--- config.mk ---
export PLATFORM = sky130hd
export DESIGN_NAME = out_uart_tx_flat
export DESIGN_NICKNAME = d
export VERILOG_FILES = /design/src/rtl/out_uart_tx_if.sv /design/src/rtl/out_uart_tx.sv /design/src/flat_wrapper.sv
export SDC_FILE = /design/constraint.sdc
export NUM_CORES = 1
export LEC_CHECK = 0
export CAP_MARGIN = 40
export CORE_MARGIN = 2
export CORE_UTILIZATION = 50
export DETAILED_ROUTE_END_ITERATION = 8
export PLACE_DENSITY = 0.83
export SLEW_MARGIN = 40
export SYNTH_ARGS = -nofsm -noshare
export SYNTH_HDL_FRONTEND = slang
export SYNTH_SLANG_ARGS = --single-unit
--- constraint.sdc ---
create_clock -name clk -period 2.2 [get_ports clk]
set_input_delay 0.22 -clock clk [delete_from_list [all_inputs] [get_ports clk]]
set_output_delay 0.22 -clock clk [all_outputs]
set_load 0.005 [all_outputs]
--- src/rtl/out_uart_tx_if.sv ---
// Load-side and serial-side signals of the OUT-register UART. The master drives the load strobe
// and data; the slave (the UART) drives tx and status.
interface out_uart_tx_if #(
    parameter int DATA_WIDTH = 8,
    parameter int FIFO_DEPTH = 4
);
    logic                          out_load;
    logic [DATA_WIDTH-1:0]         out_val;
    logic                          tx;
    logic                          busy;
    logic                          overflow;
    logic [$clog2(FIFO_DEPTH):0]   fifo_count;

    modport master (output out_load, out_val, input tx, busy, overflow, fifo_count);
    modport slave  (input out_load, out_val, output tx, busy, overflow, fifo_count);
endinterface

--- src/rtl/out_uart_tx.sv ---
// OUT register serial stage: queues OUT loads in a small FIFO and sends each byte as an async
// UART frame (8N1). Defining OUT_UART_PARITY_EN adds an even-parity bit (8E1).
module out_uart_tx #(
    parameter int DATA_WIDTH   = 8,
    parameter int CLKS_PER_BIT = 16,
    parameter int FIFO_DEPTH   = 4
) (
    input  logic          clk,
    input  logic          reset,
    out_uart_tx_if.slave  bus
);
    localparam int PW = $clog2(FIFO_DEPTH);
    localparam int CW = $clog2(FIFO_DEPTH) + 1;
    localparam int BW = (CLKS_PER_BIT > 1) ? $clog2(CLKS_PER_BIT) : 1;
    localparam int IW = (DATA_WIDTH > 1) ? $clog2(DATA_WIDTH) : 1;
    localparam logic [CW-1:0] FULL      = CW'(FIFO_DEPTH);
    localparam logic [BW-1:0] BAUD_LAST = BW'(CLKS_PER_BIT - 1);
    localparam logic [IW-1:0] BIT_LAST  = IW'(DATA_WIDTH - 1);

    typedef enum logic [2:0] {
        S_IDLE,
        S_START,
        S_DATA,
`ifdef OUT_UART_PARITY_EN
        S_PARITY,
`endif
        S_STOP
    } state_t;

    state_t                state;
    logic [DATA_WIDTH-1:0] mem [FIFO_DEPTH];
    logic [PW-1:0]         rd_ptr, wr_ptr;
    logic [CW-1:0]         count;
    logic [DATA_WIDTH-1:0] shreg;
    logic [BW-1:0]         baud;
    logic [IW-1:0]         bit_idx;
    logic                  tx_q, ovf_q;
    logic                  pop, push, baud_done;

    // A pop in the same cycle frees a slot, so a push into a full FIFO is still accepted then.
    assign pop       = (state == S_IDLE) && (count != '0);
    assign push      = bus.out_load && ((count != FULL) || pop);
    assign baud_done = (baud == BAUD_LAST);

    always_ff @(posedge clk) begin
        if (push) mem[wr_ptr] <= bus.out_val;
    end

    always_ff @(posedge clk or negedge reset) begin
        if (!reset) begin
            state   <= S_IDLE;
            rd_ptr  <= '0;
            wr_ptr  <= '0;
            count   <= '0;
            shreg   <= '0;
            baud    <= '0;
            bit_idx <= '0;
            tx_q    <= 1'b1;
            ovf_q   <= 1'b0;
        end else begin
            if (push) wr_ptr <= wr_ptr + 1'b1;
            if (pop)  rd_ptr <= rd_ptr + 1'b1;
            if (push && !pop)      count <= count + 1'b1;
            else if (pop && !push) count <= count - 1'b1;
            if (bus.out_load && !push) ovf_q <= 1'b1;

            // Baud counter wraps on each bit boundary, which is also every state entry.
            baud <= baud_done ? '0 : baud + 1'b1;

            case (state)
                S_IDLE: begin
                    baud <= '0;
                    if (pop) begin
                        state <= S_START;
                        shreg <= mem[rd_ptr];
                        tx_q  <= 1'b0;
                    end
                end
                S_START: begin
                    if (baud_done) begin
                        state   <= S_DATA;
                        bit_idx <= '0;
                        tx_q    <= shreg[0];
                    end
                end
                S_DATA: begin
                    if (baud_done) begin
                        if (bit_idx == BIT_LAST) begin
`ifdef OUT_UART_PARITY_EN
                            state <= S_PARITY;
                            tx_q  <= ^shreg;
`else
                            state <= S_STOP;
                            tx_q  <= 1'b1;
`endif
                        end else begin
                            bit_idx <= bit_idx + 1'b1;
                            tx_q    <= shreg[bit_idx + 1'b1];
                        end
                    end
                end
`ifdef OUT_UART_PARITY_EN
                S_PARITY: begin
                    if (baud_done) begin
                        state <= S_STOP;
                        tx_q  <= 1'b1;
                    end
                end
`endif
                S_STOP: begin
                    if (baud_done) state <= S_IDLE;
                end
                default: state <= S_IDLE;
            endcase
        end
    end

    assign bus.tx         = tx_q;
    assign bus.overflow   = ovf_q;
    assign bus.fifo_count = count;
    assign bus.busy       = (state != S_IDLE) || (count != '0);
endmodule

--- src/flat_wrapper.sv ---
// flat-port wrapper written by rule: the top's interface ports become plain ports
module out_uart_tx_flat 
#(
    parameter int DATA_WIDTH   = 8,
    parameter int CLKS_PER_BIT = 16,
    parameter int FIFO_DEPTH   = 4
)
  (clk, reset, bus_out_load, bus_out_val, bus_tx, bus_busy, bus_overflow, bus_fifo_count);
  out_uart_tx_if #(.DATA_WIDTH(DATA_WIDTH), .FIFO_DEPTH(FIFO_DEPTH)) bus_i ();
  input  logic clk;
  input  logic reset;
  input wire logic [$bits(bus_i.out_load)-1:0] bus_out_load;
  input wire logic [$bits(bus_i.out_val)-1:0] bus_out_val;
  output wire logic [$bits(bus_i.tx)-1:0] bus_tx;
  output wire logic [$bits(bus_i.busy)-1:0] bus_busy;
  output wire logic [$bits(bus_i.overflow)-1:0] bus_overflow;
  output wire logic [$bits(bus_i.fifo_count)-1:0] bus_fifo_count;
  assign bus_i.out_load = bus_out_load;
  assign bus_i.out_val = bus_out_val;
  assign bus_tx = bus_i.tx;
  assign bus_busy = bus_i.busy;
  assign bus_overflow = bus_i.overflow;
  assign bus_fifo_count = bus_i.fifo_count;
  out_uart_tx #(.DATA_WIDTH(DATA_WIDTH), .CLKS_PER_BIT(CLKS_PER_BIT), .FIFO_DEPTH(FIFO_DEPTH)) u_core (.clk(clk), .reset(reset), .bus(bus_i));
endmodule
==> flow_metrics.tcl <==
set metrics [dict create \
    p_sw_mw 1.28 \
    criticalPathCategory "reg -> reg" \
    fin_crit_ns 2.08 \
    ys_warn_count 0 \
    cts_sinks 58 \
    antenna_found_initial 0 \
    critPathCaptureType "flop" \
    layout_setup_ws_ns 0.117 \
    fillers 383 \
    synth.area.top_cells "edfxtp_1, dfrtp_1, mux4_2" \
    netlist_top_cells_count "edfxtp_1, dfrtp_1, ha_1" \
    clockBufferDepth 2 \
    dpl.hpwl_um 2840 \
    drive_gt1_frac 0.236 \
    reg2reg_to "u_core.bus.fifo_count[1]$_DFFE_PN0P_" \
    slowest_delay_ns 0.41 \
    slew_headroom 0.618 \
    fp.dieW_um 76.1 \
    reg2reg_slack_ns 0.12 \
    power.internal_mw 3.16 \
    period_share 0.947 \
    wl_per_cell_um 15.4 \
    grt_max_degree 17 \
    first_global_vias 1476 \
    crit_slowest_cell "dfrtp_1" \
    hp-class "in -> async" \
    final_nets 215 \
    final-hold-violation-count 0 \
    hold_buffers 0 \
    max_freq_ghz 0.480 \
    clk_latency_ns 0.33 \
    crit_chain "inv_2 -> ha_4 -> nor4b_4 -> nor2b_2 -> ha_2 -> inv_1 -> fa_1 -> mux2_2" \
    start_kind "flop" \
    yosysMostFrequentCell "edfxtp_1" \
    ys_seq_elements 58 \
    syn_area_per_cell_um2 15.7 \
    synth-edff-count 32 \
    ant_nets 0 \
    critPathMaxFanout 4 \
    p_seq_frac 0.403 \
    grt_pass1_wl_um 6760 \
    report.final.slew_viol_count 0 \
    place_inst 248 \
    leakagePower_nw 1.21 \
    finalSetupViolCount 0 \
    die_y_um 76.1 \
    p_sw_frac 0.288 \
    synth_nets 190 \
    coreArea_um2 5070 \
    worst_r2r_path_depth 8 \
    io_pins 17 \
    port_buffers 16 \
    drcViolationCount 0 \
    drt_first_pass_iters 4 \
    finalNonFillerCells 265 \
    track_usage 0.156 \
    placed_cell_area_um2 2830 \
    utilization 0.613 \
    dieArea_um2 5790 \
    yosys.area.top_type "edfxtp_1" \
    path_clk_slew_ns 0.06 \
    finClkSkew_ns 0.00544 \
    antenna_cells 0 \
    vias 1376 \
    clkPwrFrac 0.284 \
    cap_violations 0 \
    tritoncts "yes" \
    synth_cells 165 \
    final_area_um2 3110 \
    rows 26 \
    synth_top_area_share 0.370 \
    netlist_area_um2 2600 \
    gr-total-overflow 0 \
    combPwrFrac 0.313 \
    cts_htree_levels 3 \
    totalWireLength_um 4070 \
    cp_data_arrival_time_ns 2.30 \
    seq_area_frac_synth 0.621 \
    dp_slack_ns 0.0120 \
    area_delta_synth_final_pct 19.9 \
    tightest_slew_ns 0.574 \
    start_util 0.512 \
    synth-async-reset-ratio 0.448 \
    cellPowerDensity_nw_per_um2 1430 \
    crit_required_ns 2.42 \
    drtIter0Drc 96 \
    viasPerCell 5.19 \
    globalplace.congestion 0.715 \
    rr_startpoint "u_core.state[0]$_DFFE_PN0P_" \
    hold-worst-slack_ns 0.228 \
    ir_drop_v 0.00103 \
    root_buffer "clkbuf_8" \
    numCtsBuffers 9 \
    ys_types 40 \
    synth_ff_type "edfxtp_1" \
    outcome "finished, final reports clean" \
]
worst max path at each step:
stage | startpoint | end | depth (start not counted)
global placement | u_core.state[0]$_DFFE_PN0P_ | u_core.bus.fifo_count[1]$_DFFE_PN0P_ | 8
detailed placement | u_core.state[0]$_DFFE_PN0P_ | u_core.bus.fifo_count[1]$_DFFE_PN0P_ | 8
global route | u_core.bus.fifo_count[0]$_DFFE_PN0P_ | u_core.bus.fifo_count[2]$_DFFE_PN0P_ | 8
CTS | u_core.state[0]$_DFFE_PN0P_ | u_core.bus.fifo_count[1]$_DFFE_PN0P_ | 8
finish | u_core.state[0]$_DFFE_PN0P_ | u_core.bus.fifo_count[1]$_DFFE_PN0P_ | 8
floorplan | u_core.state[0]$_DFFE_PN0P_ | u_core.bus.fifo_count[1]$_DFFE_PN0P_ | 9
cells by family after synthesis:
logic type               Yosys count  share of synthesized area
multiplexers                      22                      0.130
adder cells (fa/ha/maj)           14                     0.0704
buffers and inverters             16                     0.0352
flip-flops                        58                      0.621
AO/OA/AOI/OAI                     20                     0.0569
XOR/XNOR                           7                     0.0236
AND/OR/NAND/NOR                   28                     0.0627
critical path: cells and delay by family, from the launching register on:
kind / cells / cell delay, ns
buffers and inverters: 2 / 0.14
flip-flops: 1 / 0.41
AND/OR/NAND/NOR: 2 / 0.38
adder cells (fa/ha/maj): 3 / 0.77
multiplexers: 1 / 0.26
layer usage:
layer / wire length, µm / vias to the layer above / GRT usage / part of all wire
met3: 161 / 6 / 0.0438 / 0.040
met1: 1750 / 686 / 0.186 / 0.43
met5: 0 / - / 0 / 0
li1: - / 656 / - / -
met2: 2090 / 28 / 0.247 / 0.51
met4: 65 / 0 / 0.105 / 0.016
per-stage QoR:
step,setup TNS [ns],power (mW)
CTS,0,4.43
global placement,0,3.04
floorplan,0,2.76
finish,0,4.44
detailed placement,0,3.15
global route,-0.0123,4.72
sequential cells by signal (all words and copies together) (netlist names):
name and cells:
u_core.mem 32, u_core.shreg 8, u_core.baud 4, u_core.bit_idx 3, u_core.bus.fifo_count 3, u_core.rd_ptr 2
u_core.state 2, u_core.wr_ptr 2, u_core.bus.overflow 1, u_core.bus.tx 1
placed cells by master (no fill, tap or decap), types with 2 or more instances in the layout:
| cell type | n |
|---|---|
| and2_1 | 5 |
| nand2_1 | 4 |
| dfrtp_1 | 25 |
| a21oi_1 | 3 |
| a22o_1 | 5 |
| bufinv_16 | 4 |
| xor2_1 | 3 |
| mux2_2 | 10 |
| xnor2_1 | 4 |
| clkdlybuf4s50_1 | 16 |
| o21ai_0 | 3 |
| clkbuf_8 | 9 |
| buf_4 | 5 |
| inv_1 | 8 |
| nor2_1 | 6 |
| o21bai_1 | 2 |
| nor3_1 | 3 |
| ha_1 | 11 |
| edfxtp_1 | 32 |
| mux2i_1 | 3 |
| mux4_2 | 8 |
area by class of cell:
class | count | area, µm² | share of cell area
multi-input cells | 91 | 925 | 0.297
clock inverters | 6 | 129 | 0.0414
repair buffers | 21 | 198 | 0.0635
well taps | 70 | 87.6 | 0.0281
clock buffers | 10 | 128 | 0.0410
inverters | 9 | 33.8 | 0.0109
flip-flops and latches | 58 | 1610 | 0.518
power by group through the flow:
| stage | registers (mW) | logic (mW) | clock network, mW |
|---|---|---|---|
| 3_5_place_dp | 1.81 | 1.34 | 0 |
| 3_3_place_gp | 1.77 | 1.26 | 0 |
| 2_1_floorplan | 1.68 | 1.09 | 0 |
| 5_1_grt | 1.85 | 1.54 | 1.33 |
| 4_1_cts | 1.79 | 1.35 | 1.28 |
| 6_report | 1.79 | 1.39 | 1.26 |
what timing repair did:
| item | CTS | global route |
|---|---|---|
| setup endpoints to repair | 0 | 2 |
| resized for setup | 0 | 5 |
| setup buffers | 0 | 1 |
No activity file was read; power rests on OpenSTA's default activity.
